## src/rtl/decode_queue.sv

```systemverilog
// Purpose : RV32/RV64 IM pre-decode queue between fetch and issue; decodes at enqueue, stores DEPTH entries.
// Latency : an entry accepted in cycle N is presented at the head in cycle N+1 at the earliest (no bypass).
// Backpress: in_ready drops when full or flushing; out_valid holds the head until out_ready pops it.
//
// Ports:
//   clk, reset            clock, synchronous active-high reset
//   flush                 discard all entries and any same-cycle push
//   in_valid/in_ready     fetch handshake carrying in_pc, in_instr
//   out_valid/out_ready   issue handshake for the head entry
//   out_pc, out_instr     head pc and raw instruction
//   out_rd/rs1/rs2        register fields of the head instruction
//   out_ra1_en/ra2_en     head reads rs1 / rs2
//   out_reg_wen           head writes rd (never for rd==0)
//   out_cls               0 ALU, 1 LOAD, 2 STORE, 3 BRANCH, 4 JUMP, 5 MULDIV, 7 ILLEGAL
//   count                 occupancy
module decode_queue #(
    parameter int DEPTH = 4,
    parameter int XLEN  = 64,
    parameter int MEXT  = 1
) (
    input  logic                         clk,
    input  logic                         reset,
    input  logic                         flush,
    input  logic                         in_valid,
    output logic                         in_ready,
    input  logic [63:0]                  in_pc,
    input  logic [31:0]                  in_instr,
    output logic                         out_valid,
    input  logic                         out_ready,
    output logic [63:0]                  out_pc,
    output logic [31:0]                  out_instr,
    output logic [4:0]                   out_rd,
    output logic [4:0]                   out_rs1,
    output logic [4:0]                   out_rs2,
    output logic                         out_ra1_en,
    output logic                         out_ra2_en,
    output logic                         out_reg_wen,
    output logic [2:0]                   out_cls,
    output logic [$clog2(DEPTH+1)-1:0]   count
);

    localparam int PW = $clog2(DEPTH);
    localparam int CW = $clog2(DEPTH+1);
    localparam logic [CW-1:0] FULL = CW'(DEPTH);
    localparam bit RV64 = (XLEN == 64);
    localparam bit M_ON = (MEXT != 0);

    localparam logic [2:0] CLS_ALU     = 3'd0;
    localparam logic [2:0] CLS_LOAD    = 3'd1;
    localparam logic [2:0] CLS_STORE   = 3'd2;
    localparam logic [2:0] CLS_BRANCH  = 3'd3;
    localparam logic [2:0] CLS_JUMP    = 3'd4;
    localparam logic [2:0] CLS_MULDIV  = 3'd5;
    localparam logic [2:0] CLS_ILLEGAL = 3'd7;

    typedef struct packed {
        logic [63:0] pc;
        logic [31:0] instr;
        logic [2:0]  cls;
        logic        ra1_en;
        logic        ra2_en;
        logic        wen;
    } entry_t;

    entry_t          r_mem [DEPTH];
    logic [PW-1:0]   r_wr_ptr;
    logic [PW-1:0]   r_rd_ptr;
    logic [CW-1:0]   r_count;

    logic            w_push;
    logic            w_pop;
    entry_t          w_entry;
    entry_t          w_head;

    logic [6:0]      w_op;
    logic [2:0]      w_f3;
    logic [6:0]      w_f7;
    logic            w_legal;
    logic [2:0]      w_cls;
    logic            w_ra1;
    logic            w_ra2;
    logic            w_wen;

    assign w_op = in_instr[6:0];
    assign w_f3 = in_instr[14:12];
    assign w_f7 = in_instr[31:25];

    // Decode the offered instruction; flags are set per opcode and then
    // cleared wholesale if the encoding turns out to be illegal.
    always_comb begin
        w_legal = 1'b0;
        w_cls   = CLS_ALU;
        w_ra1   = 1'b0;
        w_ra2   = 1'b0;
        w_wen   = 1'b0;
        case (w_op)
            7'b0110111, 7'b0010111: begin
                w_legal = 1'b1;
                w_wen   = 1'b1;
            end
            7'b1101111: begin
                w_legal = 1'b1;
                w_cls   = CLS_JUMP;
                w_wen   = 1'b1;
            end
            7'b1100111: begin
                w_legal = (w_f3 == 3'b000);
                w_cls   = CLS_JUMP;
                w_wen   = 1'b1;
                w_ra1   = 1'b1;
            end
            7'b1100011: begin
                w_legal = (w_f3 != 3'b010) && (w_f3 != 3'b011);
                w_cls   = CLS_BRANCH;
                w_ra1   = 1'b1;
                w_ra2   = 1'b1;
            end
            7'b0000011: begin
                // LD (011) and LWU (110) only exist on RV64
                w_legal = (w_f3 != 3'b111) && (RV64 || ((w_f3 != 3'b011) && (w_f3 != 3'b110)));
                w_cls   = CLS_LOAD;
                w_wen   = 1'b1;
                w_ra1   = 1'b1;
            end
            7'b0100011: begin
                w_legal = !w_f3[2] && (RV64 || (w_f3 != 3'b011));
                w_cls   = CLS_STORE;
                w_ra1   = 1'b1;
                w_ra2   = 1'b1;
            end
            7'b0010011: begin
                w_wen = 1'b1;
                w_ra1 = 1'b1;
                // RV64 shifts borrow f7[0] as shamt[5]
                case (w_f3)
                    3'b001:  w_legal = RV64 ? (w_f7[6:1] == 6'b000000) : (w_f7 == 7'b0000000);
                    3'b101:  w_legal = RV64 ? ((w_f7[6:1] == 6'b000000) || (w_f7[6:1] == 6'b010000))
                                            : ((w_f7 == 7'b0000000) || (w_f7 == 7'b0100000));
                    default: w_legal = 1'b1;
                endcase
            end
            7'b0110011: begin
                w_wen = 1'b1;
                w_ra1 = 1'b1;
                w_ra2 = 1'b1;
                if (w_f7 == 7'b0000000) begin
                    w_legal = 1'b1;
                end else if (w_f7 == 7'b0100000) begin
                    w_legal = (w_f3 == 3'b000) || (w_f3 == 3'b101);
                end else if (w_f7 == 7'b0000001) begin
                    w_legal = M_ON;
                    w_cls   = CLS_MULDIV;
                end
            end
            7'b0011011: begin
                w_wen   = 1'b1;
                w_ra1   = 1'b1;
                w_legal = RV64 && ((w_f3 == 3'b000) ||
                                   ((w_f3 == 3'b001) && (w_f7 == 7'b0000000)) ||
                                   ((w_f3 == 3'b101) && ((w_f7 == 7'b0000000) || (w_f7 == 7'b0100000))));
            end
            7'b0111011: begin
                w_wen = 1'b1;
                w_ra1 = 1'b1;
                w_ra2 = 1'b1;
                if (RV64) begin
                    if (w_f7 == 7'b0000000) begin
                        w_legal = (w_f3 == 3'b000) || (w_f3 == 3'b001) || (w_f3 == 3'b101);
                    end else if (w_f7 == 7'b0100000) begin
                        w_legal = (w_f3 == 3'b000) || (w_f3 == 3'b101);
                    end else if (w_f7 == 7'b0000001) begin
                        w_legal = M_ON && ((w_f3 == 3'b000) || w_f3[2]);
                        w_cls   = CLS_MULDIV;
                    end
                end
            end
            default: w_legal = 1'b0;
        endcase
        if (!w_legal) begin
            w_cls = CLS_ILLEGAL;
            w_ra1 = 1'b0;
            w_ra2 = 1'b0;
            w_wen = 1'b0;
        end
        if (in_instr[11:7] == 5'd0) begin
            w_wen = 1'b0;
        end
    end

    assign w_entry = '{pc: in_pc, instr: in_instr, cls: w_cls, ra1_en: w_ra1, ra2_en: w_ra2, wen: w_wen};

    assign in_ready  = (r_count < FULL) && !flush;
    assign out_valid = (r_count != '0);
    assign w_push    = in_valid && in_ready;
    assign w_pop     = out_valid && out_ready;

    always_ff @(posedge clk) begin
        if (reset || flush) begin
            r_wr_ptr <= '0;
            r_rd_ptr <= '0;
            r_count  <= '0;
        end else begin
            if (w_push) begin
                r_mem[r_wr_ptr] <= w_entry;
                r_wr_ptr        <= r_wr_ptr + 1'b1;
            end
            if (w_pop) begin
                r_rd_ptr <= r_rd_ptr + 1'b1;
            end
            case ({w_push, w_pop})
                2'b10:   r_count <= r_count + 1'b1;
                2'b01:   r_count <= r_count - 1'b1;
                default: r_count <= r_count;
            endcase
        end
    end

    assign w_head      = r_mem[r_rd_ptr];
    assign out_pc      = w_head.pc;
    assign out_instr   = w_head.instr;
    assign out_rd      = w_head.instr[11:7];
    assign out_rs1     = w_head.instr[19:15];
    assign out_rs2     = w_head.instr[24:20];
    assign out_ra1_en  = w_head.ra1_en;
    assign out_ra2_en  = w_head.ra2_en;
    assign out_reg_wen = w_head.wen;
    assign out_cls     = w_head.cls;
    assign count       = r_count;

endmodule

```

## config.mk

```make
export PLATFORM = sky130hd
export DESIGN_NAME = decode_queue
export DESIGN_NICKNAME = d
export VERILOG_FILES = /design/src/rtl/decode_queue.sv
export SDC_FILE = /design/constraint.sdc
export NUM_CORES = 1
export LEC_CHECK = 0
export CORE_UTILIZATION = 45
export DETAILED_ROUTE_END_ITERATION = 12
export PLACE_DENSITY = 0.68
export SYNTH_ARGS = -nofsm -noshare
export SYNTH_HDL_FRONTEND = slang
export SYNTH_SLANG_ARGS = --single-unit
```

## constraint.sdc

```tcl
create_clock -name clk -period 8.45 [get_ports clk]
set_input_delay 2.1125 -clock clk [delete_from_list [all_inputs] [get_ports clk]]
set_output_delay 2.1125 -clock clk [all_outputs]
set_load 0.02 [all_outputs]
```

==> flow_summary.yaml <==
cells_and_area:
  layout-drive-gt1-share: 0.188
  diodes: 0
  area_growth_pct: 25.2
  stdcell_count: 1376
  final_core_util: 0.578
  fin_nets: 1002
  fill_cells: 2501
global_routing:
  antenna_found_initial: 2
  grt_first_pass_wirelength_um: 46000
  grt_pass1_vias: 7976
  grt_max_degree: 62
  gr-total-overflow: 0
  grtUsageTotal: 0.171
pwr:
  ir_worst_vdd_v: 0.000169
  p_per_area_nw_per_um2: 218
  power.total_mw: 4.26
  power_leakage_nw: 6.10
die:
  die_area_um2: 35500
  placement_rows: 67
  coreArea_um2: 33900
  die_x_um: 188
  die_h_um: 188
  io_pins: 223
  start_util: 0.462
synth:
  synth.most_common_cell: "edfxtp_1"
  synth.distinct_cells: 45
  seq_area_frac_synth: 0.795
  synth_edf_count: 408
  syn_avg_cell_area_um2: 23.6
  synthDominantCellAreaShare: 0.784
  ys_top_cells_by_count: "408 x edfxtp_1, 102 x mux4_2, 15 x buf_4, 15 x nor2_1, 12 x clkbuf_1"
  synth_area_um2: 15600
  synth.area.top_cells: "edfxtp_1 78%, mux4_2 15%, dfxtp_1 1.2%"
  yosys_register_bits: 417
  synth_largest_area_cell: "edfxtp_1"
  synthFlopType: "edfxtp_1"
  ys_warn_count: 0
  syn_inst: 662
  syn_nets: 769
  async_flop_share: 0
run_status:
  status: "complete, no violations"
drt:
  drt_iter0_markers: 320
  vias: 7312
  viasPerCell: 5.31
  drtPass1Iterations: 4
  postRouteAntennaNets: 0
  wl_per_cell_um: 21.7
  drc: 0
  routed_wirelength_um: 29800
worst_hold_path:
  min_path_cells: 2
  hold_class: "flip-flop to flip-flop"
  hold_path.startpoint: "r_wr_ptr[1]$_SDFFE_PP0P_"
  hold_path_end: "r_wr_ptr[1]$_SDFFE_PP0P_"
clocking:
  h-tree-depth: 2
  clk_path_buf_depth: 3
  cts_inserted_buffers: 43
  hold_buffers: 0
  clock-root-buffer: "clkbuf_16"
  cts.sinks: 417
  clk_latency_ns: 0.52
  post_cts_resized: 0
  clkTransAtPathRegs_ns: 0.05
  tritoncts: "built"
  cts_setup_buffers: 0
timing:
  slew_headroom: 0.348
  hold_violations: 0
  rsz0062_at_grt: "no"
  setup_tns_ns: 0
  skew_ns: 0.0142
  finalCritPeriodShare: 0.652
  whs_ns: 0.507
  setup_viol: 0
  drv_slew: 0
  clock.fmax_mhz: 181
  timing.final.crit_period_ns: 5.51
  tightest_slew_ns: 0.978
critical_path:
  required_ns: 6.34
  cp-end-kind: "output pin"
  regToRegSetupSlack_ns: 5.65
  arrival_ns: 3.40
  r2r_cells: 5
  startpoint_type: "flip-flop"
  worst-path-max-fanout: 41
  r2r-start: "count[2]$_SDFFE_PP0P_"
  criticalPathCategory: "flip-flop to output pin"
  regToRegEndpoint: "r_mem[0][71]$_DFFE_PP_"
run:
  drv_cap: 0
place:
  portBuffers: 222
  dp_cells: 1298
  dp_hpwl_um: 17400
  gp_congestion: 0.750
through the flow:
stage	worst slack [ns]	instance area (um^2)
finish	2.94	19600
global placement	3.02	18300
CTS	2.80	19600
detailed placement	3.02	18300
global route	2.62	19600
floorplan	2.76	15600
worst max-delay path, stage by stage, from the launching register on:
cell	delay, ns
dfxtp_4	0.92
buf_4	0.69
mux4_2	0.58
clkdlybuf4s50_1	0.60
how the worst max path moves through the flow:
stage | start | endpoint | slack, ns | cells past startpoint
2_1_floorplan | flush | r_mem[0][0]$_DFFE_PP_ | 2.76 | 4
3_3_place_gp | flush | in_ready | 3.02 | 3
3_5_place_dp | flush | in_ready | 3.02 | 3
4_1_cts | flip-flop | out_pc[15] | 2.80 | 3
5_1_grt | flip-flop | out_instr[6] | 2.62 | 3
6_report | flip-flop | out_instr[3] | 2.94 | 3
registers in the layout (all words and copies together) (netlist names), named ones only:
signal	flops
r_mem	408
r_rd_ptr	2
r_wr_ptr	2
count	3
area by class of cell:
| class | instances | area (um^2) | share of cell area |
|---|---|---|---|
| clock inverter | 16 | 121 | 0.00620 |
| inverter | 8 | 30.0 | 0.00153 |
| multi-input combinational | 196 | 2960 | 0.151 |
| timing repair buffer | 229 | 2270 | 0.116 |
| sequential | 417 | 12400 | 0.636 |
| tap | 448 | 561 | 0.0286 |
| clock buffer | 62 | 1190 | 0.0608 |
cell usage in the layout, fill, tap and decap left out, types with 3 or more instances in the layout:
master	instances
a21oi_1	6
and2_4	4
buf_4	7
clkbuf_1	17
clkbuf_16	45
clkdlybuf4s50_1	222
clkinv_1	9
clkinv_2	4
dfxtp_1	7
edfxtp_1	408
ha_1	5
inv_1	8
mux4_2	102
nand2_1	7
nor2_1	15
nor2b_1	4
nor3_1	3
o21ai_0	6
or2_2	3
xnor2_1	3
xor2_1	4
report_power, final:
group / switching [mW] / internal, mW
logic: 0.0970 / 0.103
clock network: 0.728 / 1.04
registers: 0.00640 / 2.29
cells by family (layout without fill, tap and decap cells):
| family | count (synthesis) | after routing | share of synthesized area |
|---|---|---|---|
| AND/OR/NAND/NOR | 55 | 55 | 0.0198 |
| adder cells (fa/ha/maj) | 6 | 6 | 0.00528 |
| buffers and inverters | 49 | 315 | 0.0162 |
| multiplexers | 103 | 103 | 0.148 |
| AO/OA/AOI/OAI | 25 | 25 | 0.0120 |
| XOR/XNOR | 7 | 7 | 0.00392 |
| flip-flops | 417 | 417 | 0.795 |
per-layer routing:
layer  vias up  GRT usage  wire, um
met5         -          0        31
met4         4     0.0397       459
met3        43     0.0520      2300
met2       214      0.285     14700
met1      3797      0.220     12400
li1       3254          -         -
(Power assumes the default switching activity.)
